--- src/rtl/mc_ctrl_pkg.sv ---
// Shared state codes, instruction decode constants and datapath select encodings
// for the multicycle controller.
package mc_ctrl_pkg;

    localparam int STATE_CODE_W = 6;

    typedef enum logic [STATE_CODE_W-1:0] {
        S_RST     = 6'd0,
        S_FETCH   = 6'd1,
        S_DECODE  = 6'd2,
        S_EXEC_R  = 6'd3,
        S_WB_R    = 6'd4,
        S_ADDR    = 6'd5,
        S_MEM_LD  = 6'd6,
        S_LD_WB   = 6'd7,
        S_MEM_ST  = 6'd8,
        S_BRANCH  = 6'd9,
        S_ADDI_EX = 6'd10,
        S_ADDI_WB = 6'd11,
        S_JUMP    = 6'd12,
        S_JR      = 6'd13,
        S_EXC     = 6'd14
    } state_t;

    localparam logic [5:0] OP_RTYPE = 6'h00;
    localparam logic [5:0] OP_LW    = 6'h23;
    localparam logic [5:0] OP_SW    = 6'h2B;
    localparam logic [5:0] OP_BEQ   = 6'h04;
    localparam logic [5:0] OP_BNE   = 6'h05;
    localparam logic [5:0] OP_ADDI  = 6'h08;
    localparam logic [5:0] OP_J     = 6'h02;

    localparam logic [5:0] FN_JR    = 6'h08;
    localparam logic [5:0] FN_ADD   = 6'h20;
    localparam logic [5:0] FN_SUB   = 6'h22;

    localparam logic [1:0] ASA_PC      = 2'd0;
    localparam logic [1:0] ASA_A       = 2'd1;

    localparam logic [2:0] ASB_B       = 3'd0;
    localparam logic [2:0] ASB_4       = 3'd1;
    localparam logic [2:0] ASB_IMM     = 3'd2;
    localparam logic [2:0] ASB_IMM_SL2 = 3'd3;

    localparam logic [2:0] ALU_ADD     = 3'd0;
    localparam logic [2:0] ALU_SUB     = 3'd1;
    localparam logic [2:0] ALU_FUNCT   = 3'd2;

    localparam logic [2:0] PCS_ALU     = 3'd0;
    localparam logic [2:0] PCS_ALUOUT  = 3'd1;
    localparam logic [2:0] PCS_JUMP    = 3'd2;
    localparam logic [2:0] PCS_REG_A   = 3'd3;
    localparam logic [2:0] PCS_EXC     = 3'd4;

    function automatic logic is_mem_state(input state_t s);
        return (s == S_FETCH) || (s == S_MEM_LD) || (s == S_MEM_ST);
    endfunction

endpackage

--- src/rtl/mc_wait_counter.sv ---
// Memory-access wait counter: counts 0..MEM_WAIT while enabled, flags the final cycle.
// last is combinational from the count; wraps to 0 on the final cycle, cleared when idle.
module mc_wait_counter #(
    parameter int MEM_WAIT = 1
) (
    input  logic clk,
    input  logic rst,
    input  logic clr,
    input  logic en,
    output logic last
);

    localparam int CW = (MEM_WAIT < 2) ? 1 : $clog2(MEM_WAIT + 1);

    logic [CW-1:0] cnt;

    assign last = (cnt == CW'(MEM_WAIT));

    always_ff @(posedge clk) begin
        if (rst || clr) begin
            cnt <= '0;
        end else if (en) begin
            cnt <= last ? '0 : cnt + CW'(1);
        end
    end

endmodule

--- src/rtl/mc_control_unit.sv ---
// Multicycle MIPS-subset control FSM; Moore strobes decoded from the registered state (MC_CTRL_EXCEPTION_EN adds EXC).
// Memory states hold MEM_WAIT+1 cycles; no handshake, synchronous Reset aborts any access at the next edge.
module mc_control_unit
    import mc_ctrl_pkg::*;
#(
    parameter int MEM_WAIT = 1,
    parameter int STATE_W  = 6
) (
    input  logic               Clock,
    input  logic               Reset,
    input  logic [5:0]         Opcode,
    input  logic [5:0]         Funct,
    input  logic               Overflow,
    output logic [STATE_W-1:0] Estado,
    output logic               PCWrite,
    output logic               BranchEq,
    output logic               BranchNe,
    output logic               IorD,
    output logic               MemRead,
    output logic               MemWrite,
    output logic               IRWrite,
    output logic               RegWrite,
    output logic               RegDst,
    output logic               MemToReg,
    output logic [1:0]         AluSrcA,
    output logic [2:0]         AluSrcB,
    output logic [2:0]         AluOp,
`ifdef MC_CTRL_EXCEPTION_EN
    output logic               EPCWrite,
    output logic               CauseWrite,
    output logic [0:0]         Cause,
`endif
    output logic [2:0]         PCSource
);

    state_t state;
    logic   in_mem;
    logic   last;

    assign in_mem = is_mem_state(state);
    assign Estado = STATE_W'(state);

    mc_wait_counter #(.MEM_WAIT(MEM_WAIT)) u_wait (
        .clk  (Clock),
        .rst  (Reset),
        .clr  (!in_mem),
        .en   (in_mem),
        .last (last)
    );

`ifdef MC_CTRL_EXCEPTION_EN
    logic       ovf_trap;
    logic [0:0] cause_q;

    // Only signed add/sub trap; addu-style functs write back regardless.
    always_comb begin
        ovf_trap = 1'b0;
        if (state == S_WB_R)
            ovf_trap = Overflow && ((Funct == FN_ADD) || (Funct == FN_SUB));
        else if (state == S_ADDI_WB)
            ovf_trap = Overflow;
    end

    assign Cause = (state == S_EXC) ? cause_q : 1'b0;
`else
    logic unused_overflow;
    assign unused_overflow = Overflow;
`endif

    always_ff @(posedge Clock) begin
        if (Reset) begin
            state <= S_RST;
`ifdef MC_CTRL_EXCEPTION_EN
            cause_q <= 1'b0;
`endif
        end else begin
            case (state)
                S_RST:    state <= S_FETCH;
                S_FETCH:  if (last) state <= S_DECODE;
                S_DECODE: begin
                    case (Opcode)
                        OP_RTYPE:      state <= (Funct == FN_JR) ? S_JR : S_EXEC_R;
                        OP_LW, OP_SW:  state <= S_ADDR;
                        OP_BEQ, OP_BNE: state <= S_BRANCH;
                        OP_ADDI:       state <= S_ADDI_EX;
                        OP_J:          state <= S_JUMP;
                        default: begin
`ifdef MC_CTRL_EXCEPTION_EN
                            state   <= S_EXC;
                            cause_q <= 1'b1;
`else
                            state <= S_FETCH;
`endif
                        end
                    endcase
                end
                S_EXEC_R:  state <= S_WB_R;
                S_ADDR:    state <= (Opcode == OP_SW) ? S_MEM_ST : S_MEM_LD;
                S_MEM_LD:  if (last) state <= S_LD_WB;
                S_MEM_ST:  if (last) state <= S_FETCH;
                S_ADDI_EX: state <= S_ADDI_WB;
                S_WB_R, S_ADDI_WB: begin
`ifdef MC_CTRL_EXCEPTION_EN
                    if (ovf_trap) begin
                        state   <= S_EXC;
                        cause_q <= 1'b0;
                    end else begin
                        state <= S_FETCH;
                    end
`else
                    state <= S_FETCH;
`endif
                end
                S_LD_WB, S_BRANCH, S_JUMP, S_JR, S_EXC: state <= S_FETCH;
                default:   state <= S_RST;
            endcase
        end
    end

    always_comb begin
        PCWrite  = 1'b0;
        BranchEq = 1'b0;
        BranchNe = 1'b0;
        IorD     = 1'b0;
        MemRead  = 1'b0;
        MemWrite = 1'b0;
        IRWrite  = 1'b0;
        RegWrite = 1'b0;
        RegDst   = 1'b0;
        MemToReg = 1'b0;
        AluSrcA  = ASA_PC;
        AluSrcB  = ASB_B;
        AluOp    = ALU_ADD;
        PCSource = PCS_ALU;
`ifdef MC_CTRL_EXCEPTION_EN
        EPCWrite   = 1'b0;
        CauseWrite = 1'b0;
`endif
        case (state)
            S_FETCH: begin
                MemRead = 1'b1;
                AluSrcB = ASB_4;
                IRWrite = last;
                PCWrite = last;
            end
            S_DECODE: AluSrcB = ASB_IMM_SL2;
            S_EXEC_R: begin
                AluSrcA = ASA_A;
                AluOp   = ALU_FUNCT;
            end
            S_WB_R: begin
`ifdef MC_CTRL_EXCEPTION_EN
                RegWrite = !ovf_trap;
`else
                RegWrite = 1'b1;
`endif
                RegDst = 1'b1;
            end
            S_ADDR, S_ADDI_EX: begin
                AluSrcA = ASA_A;
                AluSrcB = ASB_IMM;
            end
            S_MEM_LD: begin
                MemRead = 1'b1;
                IorD    = 1'b1;
            end
            S_LD_WB: begin
                RegWrite = 1'b1;
                MemToReg = 1'b1;
            end
            S_MEM_ST: begin
                MemWrite = 1'b1;
                IorD     = 1'b1;
            end
            S_BRANCH: begin
                AluSrcA  = ASA_A;
                AluOp    = ALU_SUB;
                PCSource = PCS_ALUOUT;
                BranchEq = (Opcode == OP_BEQ);
                BranchNe = (Opcode == OP_BNE);
            end
            S_ADDI_WB: begin
`ifdef MC_CTRL_EXCEPTION_EN
                RegWrite = !ovf_trap;
`else
                RegWrite = 1'b1;
`endif
            end
            S_JUMP: begin
                PCWrite  = 1'b1;
                PCSource = PCS_JUMP;
            end
            S_JR: begin
                PCWrite  = 1'b1;
                PCSource = PCS_REG_A;
            end
            S_EXC: begin
`ifdef MC_CTRL_EXCEPTION_EN
                EPCWrite   = 1'b1;
                CauseWrite = 1'b1;
`endif
                PCWrite  = 1'b1;
                PCSource = PCS_EXC;
                AluSrcB  = ASB_4;
                AluOp    = ALU_SUB;
            end
            default: ;
        endcase
    end

endmodule

--- config.mk ---
export PLATFORM = sky130hd
export DESIGN_NAME = mc_control_unit
export DESIGN_NICKNAME = d
export VERILOG_FILES = /design/src/rtl/mc_ctrl_pkg.sv /design/src/rtl/mc_wait_counter.sv /design/src/rtl/mc_control_unit.sv
export SDC_FILE = /design/constraint.sdc
export NUM_CORES = 1
export LEC_CHECK = 0
export ABC_AREA = 1
export CORE_MARGIN = 1.5
export CORE_UTILIZATION = 32
export DETAILED_ROUTE_END_ITERATION = 10
export PLACE_DENSITY = 0.75
export SKIP_LAST_GASP = 1
export SYNTH_ARGS = -nofsm -noshare
export SYNTH_HDL_FRONTEND = slang
export SYNTH_SLANG_ARGS = --single-unit
--- constraint.sdc ---
create_clock -name Clock -period 1.2 [get_ports Clock]
set_input_delay 0.3 -clock Clock [delete_from_list [all_inputs] [get_ports Clock]]
set_output_delay 0.3 -clock Clock [all_outputs]
set_load 0.02 [all_outputs]
==> results of run 1 <==
sequential cells by signal, summed over array words and instances (netlist names):
name,count
Estado,4
u_wait.last,1
Yosys cell counts:
| cell type | count |
|---|---|
| nand3_1 | 11 |
| nor4_1 | 1 |
| nor2_4 | 2 |
| nor2_1 | 23 |
| nand2_1 | 26 |
| inv_1 | 16 |
| inv_2 | 7 |
| nor3b_1 | 1 |
| buf_4 | 5 |
| o21ai_4 | 1 |
| nand3b_1 | 1 |
| dfxtp_1 | 5 |
| nand2_4 | 2 |
| nand2_2 | 2 |
| o21bai_1 | 1 |
| nor2_2 | 4 |
| o22ai_1 | 1 |
| a31oi_1 | 1 |
| o21ai_0 | 7 |
| conb_1 | 1 |
| nor2b_4 | 1 |
| a21oi_1 | 1 |
layer usage:
metal	routed length, um	part of all wire	global-route usage
met1	1300	0.41	0.230
met2	1580	0.50	0.444
met3	136	0.043	0.0401
met4	129	0.041	0.0571
met5	0	0	0
per-stage QoR:
step / setup slack (ns) / setup TNS [ns] / instance area, um^2 / hold WS, ns
4_1_cts: -0.389 / -5.75 / 1450 / 0.625
3_3_place_gp: -0.947 / -11.45 / 1350 / 0.499
5_1_grt: -0.505 / -8.25 / 1590 / 0.670
2_1_floorplan: -0.0891 / -0.654 / 826 / 0.359
3_5_place_dp: -0.983 / -11.96 / 1350 / 0.501
6_report: -0.453 / -7.07 / 1590 / 0.646
kinds of logic (layout without fill, tap and decap cells):
kind of cell | Yosys count | in the layout
AND/OR/NAND/NOR | 74 | 74
buffers and inverters | 28 | 95
AO/OA/AOI/OAI | 12 | 12
flip-flops | 5 | 5
other | 1 | 5
cell type report:
cell class,count,area (um^2),area share
Multi-Input combinational cell,91,663,0.417
Tap cell,27,33.8,0.0213
Clock buffer,4,26.3,0.0165
Inverter,23,104,0.0654
Sequential cell,5,115,0.0724
Timing Repair Buffer,68,647,0.407
tightest hold or removal path, delay by kind of cell, from the launching register on:
kind          cells  cell delay [ns]
buf+inv           1             0.13
simple gates      2             0.10
flops             1             0.38
power by group:
part | internal [W] | switching [W]
Sequential | 0.000223 | 0.0000907
Combinational | 0.000699 | 0.000829
Clock | 0.000126 | 0.0000707
Total | 0.00105 | 0.000991
final timing paths:
kind,cells past startpoint,start,endpoint
setup / recovery,5,Estado[3]$_SDFFE_PP0P_,BranchNe
hold / removal,3,Estado[0]$_SDFFE_PP0P_,Estado[0]$_SDFFE_PP0P_
setup reg to reg,9,Estado[3]$_SDFFE_PP0P_,Estado[0]$_SDFFE_PP0P_
hold reg to reg,3,Estado[0]$_SDFFE_PP0P_,Estado[0]$_SDFFE_PP0P_
timing repair:
action | 4_1_cts | 5_1_grt
setup endpoints to repair | 26 | 26
pin swaps | 15 | 8
buffers inserted | 4 | 11
gates resized for setup | 143 | 24
==> summary.md, run 1 <==
| Metric | Value |
|---|---|
| Row count | `16` |
| Post-synthesis sequential area ratio | `0.152` |
| # port buffers | `35` |
| Synth top area cells | `dfxtp_1 (15%), nand2_1 (15%), nor2_1 (13%), inv_1 (9.1%), nand3_1 (8.3%)` |
| CTS root buf | `clkbuf_4` |
| Worst VDD drop | `1630 uV` |
| Synth Area in Compound Gates | `0.116` |
| CP Class | `flop to output port` |
| Clock slew at reported path FFs | `0.04 ns` |
| Fillers | `119` |
| Startpoint types | `flop` |
| Proportion of synthesized area in mux cells | `0` |
| Period utilisation layout | `1.38` |
| Max-cap violations | `0` |
| GRT Residual Overflow | `0` |
| Synth area leader | `dfxtp_1` |
| Post-Syn Instances | `120` |
| Non-filler cells, final | `218` |
| Router iterations before antenna repair | `4` |
| Top cell type's share of synthesized area | `0.152` |
| Worst Setup End Kind | `output port` |
| Tot Pwr | `0.00204 W` |
| Clk buf depth | `2` |
| Via count | `1,051` |
| DRC errors left | `0` |
| Routed vias/inst | `around 4.8` |
| N_diodes | `0` |
| CP Cell Sequence | `inv_4 > nor2_4 > nand2_4 > nor3b_4 > buf_6` |
| CTS tree | `built` |
| Min Tclk post-route | `1.65 ns` |
| Die X | `48.4 um` |
| CTS Sinks | `5` |
| WL final | `3150 um` |
| Failing checks | `negative setup slack` |
| FF+latch count, synth | `5` |
| Die H | `48.4 um` |
| Cell family with most CP delay | `simple AND/OR/NAND/NOR gates` |
| Gpl congestion | `0.797` |
| CTS Buf Count | `3` |
| RSZ-0062 raised after global routing | `true` |
| Clk_lat worst skew | `~0.24 ns` |
| Crit Path Max Fanout | `4` |
| Detail Route Antenna Nets | `0` |
| DRT iter0 DRCs | `22` |
| Largest net degree at the start of global routing | `6` |
| Setup violators final | `25` |
| Global-route wire length before repair | `4150 um` |
| Status | `complete, but fails checks` |
| CP Data Required Time | `approximately 0.9 ns` |
| Buffer and inverter count on the worst path | `2` |
| Core region area | `0.00196 mm^2` |
| Initial Util | `0.337` |
| Clk_skew | `0.000150 ns` |
| Adder-Cell Fraction of Synth Area | `0` |
| Unique masters post-synth | `22` |
| Pwr Density | `1280 mW/mm^2` |
| HPWL after detailed placement | `1890 um` |
| Reg2reg setup slack | `-0.21 ns` |
| Initial antenna violation count | `0` |
| Per-cell routed wire length | `14.4 um` |
| Synthesized area per cell | `~5.5 um^2` |
| Simple logic cell fraction of the synthesized area | `0.540` |
| Vias in the first global route | `982` |
| Pins Over Slew Limit | `0` |
| Gr usage total | `0.220` |
| Combinational family with the most area after synthesis | `simple AND/OR/NAND/NOR gates` |
| Largest stage delay, worst path | `0.40 ns` |
| Placed instance count | `204` |
| Nets | `roughly 210` |
| CTS H-tree depth | `1` |
| Area of the mapped netlist | `661 um^2` |
| Num ports | `42` |
| Ys Warns | `0` |
| Worst EP arrival | `1.35 ns` |
| Die ar. | `between 0.002 and 0.0025 mm^2` |
| Fin. Hold Viols | `0` |
| Slowest cell on the critical path | `dfxtp_4` |
| CTS Hold Bufs | `0` |
| Synth Area in XOR/XNOR | `0` |
| Final Worst Setup Slack | `-0.453 ns` |
| Synthesis-to-finish area growth | `141%` |
| Fmax achieved | `605 MHz` |
| Final core occ | `0.810` |
| Worst min path class | `flop to flop` |
| P_leak | `0.859 nW` |
| Commonest cells after routing, fill and taps aside | `buf_6 (26), buf_4 (26), nand2_1 (16), nor2_1 (15), nor2_4 (12)` |
| Share of layout cells above drive strength 1 | `0.592` |
Note: power is estimated with default switching activity, not from simulation.
==> run 2, diff against run 1 <==
--- a/config.mk
+++ b/config.mk
@@ -6,10 +6,11 @@
 export NUM_CORES = 1
 export LEC_CHECK = 0
 export ABC_AREA = 1
+export ABC_CLOCK_PERIOD_IN_PS = 1300
 export CORE_MARGIN = 1.5
 export CORE_UTILIZATION = 32
 export DETAILED_ROUTE_END_ITERATION = 10
-export PLACE_DENSITY = 0.75
+export PLACE_DENSITY = 0.87
 export SKIP_LAST_GASP = 1
 export SYNTH_ARGS = -nofsm -noshare
 export SYNTH_HDL_FRONTEND = slang
==> constraint.sdc (replaced) <==
create_clock -name Clock -period 1.3 [get_ports Clock]
set_input_delay 0.325 -clock Clock [delete_from_list [all_inputs] [get_ports Clock]]
set_output_delay 0.325 -clock Clock [all_outputs]
set_load 0.02 [all_outputs]
==> summary.md, run 2 (synthesized netlist as in run 1, its figures left out) <==
| Metric | Value |
|---|---|
| Placed instance count | `204` |
| Int Pwr | `0.000838 W` |
| Crit Path Max Fanout | `4` |
| Initial antenna violation count | `0` |
| Setup violators final | `22` |
| Reg2reg setup slack | `-0.13 ns` |
| GRT Residual Overflow | `0` |
| # port buffers | `35` |
| Detail Route Antenna Nets | `0` |
| FF/Latch Area | `115 um^2` |
| Routed vias/inst | `5.01` |
| CTS tree | `built` |
| Fmax achieved | `584 MHz` |
| Worst VDD drop | `about 900 uV` |
| CTS H-tree depth | `1` |
| Vias in the first global route | `1,023` |
| R2r endpoint | `Estado[1]$_SDFFE_PP0P_` |
| Status | `complete, but fails checks` |
| Share of layout cells above drive strength 1 | `0.591` |
| Fin. Hold Viols | `0` |
| Initial Util | `0.337` |
| Gpl congestion | `0.816` |
| Final Worst Setup Slack | `-0.413 ns` |
| Startpoint types | `flop` |
| CTS Sinks | `5` |
| Synthesis-to-finish area growth | `131%` |
| DP Worst Slack | `-0.953 ns` |
| P_leak | `0.840 nW` |
| Clk_skew | `0.00382 ns` |
| Worst Setup End Kind | `output port` |
| Hold_ws | `a little over 0.6 ns` |
| Clk pwr share | `0.105` |
| Crit Reg-Reg Startpoint | `Estado[1]$_SDFFE_PP0P_` |
| Largest net degree at the start of global routing | `6` |
| Period utilisation layout | `1.32` |
| Row count | `16` |
| Clk buf depth | `2` |
| Fillers | `139` |
| Worst Reg2Reg Path Length in Cells | `10` |
| CP Class | `flop to output port` |
| Critical path endpoint | `BranchEq` |
| Die ar. | `approximately 0.0023 mm^2` |
| Die X | `48.4 um` |
| Commonest non-fill, non-tap cell in the layout | `buf_4` |
| RSZ-0062 raised after global routing | `true` |
| Core region area | `0.00196 mm^2` |
| Pins Over Slew Limit | `0` |
| Max-cap violations | `0` |
| Power share of the sequential group | `0.168` |
| Final core occ | `0.777` |
| Failing checks | `negative setup slack` |
| DRC errors left | `0` |
| Nets | `209` |
| Router iterations before antenna repair | `4` |
| Max FFs per register | `4` |
| Crit path from | `Estado[3]$_SDFFE_PP0P_` |
| Commonest cells after routing, fill and taps aside | `buf_4 (38), nand2_1 (18), buf_6 (16), nor2_1 (13)` |
| Combinational power share | `0.727` |
| Multi-input logic area | `around 650 um^2` |
| DRT iter0 DRCs | `30` |
| N_diodes | `0` |
| CTS Buf Count | `3` |
| Clock slew at reported path FFs | `around 0.040 ns` |
| Worst EP arrival | `1.39 ns` |
| Num ports | `42` |
| CP Data Required Time | `a little under 1 ns` |
| Global-route wire length before repair | `4570 um` |
| CTS root buf | `clkbuf_4` |
| Worst min path class | `flop to flop` |
| Per-cell routed wire length | `approximately 15 um` |
| Via count | `between 1,000 and 1,500` |
| Die H | `48.4 um` |
| Clk_lat worst skew | `roughly 0.24 ns` |
| Pwr Density | `1100 mW/mm^2` |
| Sw power | `between 0.0008 and 0.0009 W` |
| HPWL after detailed placement | `just under 2000 um` |
| Gr usage total | `0.247` |
| Non-filler cells, final | `220` |
| Net Sw Frac | `0.501` |
| Min Tclk post-route | `approximately 1.7 ns` |
| WL final | `3210 um` |
-- run 2: changes by cell type in the layout (fill, tap and decap cells not counted), moves of 2 or more --
cell,delta
nor2_1,-2
buf_2,+2
nor2_2,+2
buf_6,-10
inv_1,+2
buf_4,+12
nand2_1,+2
-- run 2: timing repair --
item	CTS	global route
endpoints found under the setup margin	26	25
hold endpoints to repair	0	0
pin swaps	7	13
gates resized for setup	136	21
setup buffers	7	6
hold buffers	0	0
-- run 2: worst min-delay path by stage --
stage,from,end,slack [ns],cells after the start
3_3_place_gp,u_wait.last$_SDFFE_PP0N_,u_wait.last$_SDFFE_PP0N_,0.57,3
4_1_cts,Estado[1]$_SDFFE_PP0P_,Estado[1]$_SDFFE_PP0P_,0.61,3
3_5_place_dp,u_wait.last$_SDFFE_PP0N_,u_wait.last$_SDFFE_PP0N_,0.59,3
2_1_floorplan,Reset,Estado[2]$_SDFFE_PP0P_,0.38,1
5_1_grt,Estado[1]$_SDFFE_PP0P_,Estado[1]$_SDFFE_PP0P_,0.66,3
6_report,Estado[1]$_SDFFE_PP0P_,Estado[1]$_SDFFE_PP0P_,0.61,3
-- run 2: stage by stage --
| step | TNS (ns) | total power [W] | instance area, um^2 |
|---|---|---|---|
| finish | -5.01 | 0.00168 | 1520 |
| global route | -6.47 | 0.00178 | 1520 |
| CTS | -4.04 | 0.00158 | 1430 |
| detailed placement | -10.23 | 0.00134 | 1330 |
| global placement | -9.30 | 0.00130 | 1330 |
| floorplan | -0.0432 | 0.000892 | 808 |
-- run 2: layer usage --
layer / vias to the layer above / routed length [um] / global-route usage
met1: 514 / 1120 / 0.275
met2: 67 / 1800 / 0.472
li1: 507 / - / -
met4: 0 / 122 / 0.110
met5: - / 0 / 0
met3: 14 / 169 / 0.0216
-- run 2: power by group through the flow --
stage                     registers [W]  logic, W  clock network (W)
after floorplan                0.000295  0.000597                  0
after global placement         0.000256   0.00104                  0
after detailed placement       0.000260   0.00108                  0
after CTS                      0.000267   0.00113           0.000187
after global routing           0.000290   0.00129           0.000202
final                          0.000283   0.00122           0.000176
-- run 2: cell type report --
type	count	share of cell area
multi-input combinational	91	0.427
timing repair buffer	70	0.393
sequential	5	0.0755
inverter	23	0.0649
tap	27	0.0222
clock buffer	4	0.0172
-- run 2: worst max-delay path, cell delays in order, from the launching register on --
cell and delay (ns):
dfxtp_4 0.41, inv_4 0.06, nor2_4 0.18, nand2_4 0.11, nor4_4 0.19, buf_4 0.20
==> run 3, diff against run 2 <==
--- a/config.mk
+++ b/config.mk
@@ -10,6 +10,7 @@
 export CORE_MARGIN = 1.5
 export CORE_UTILIZATION = 32
 export DETAILED_ROUTE_END_ITERATION = 10
+export GPL_ROUTABILITY_DRIVEN = 1
 export PLACE_DENSITY = 0.87
 export SKIP_LAST_GASP = 1
 export SYNTH_ARGS = -nofsm -noshare
==> results of run 3 <==
Same layout as run 2: the final DEF is identical, and so are final timing and power.
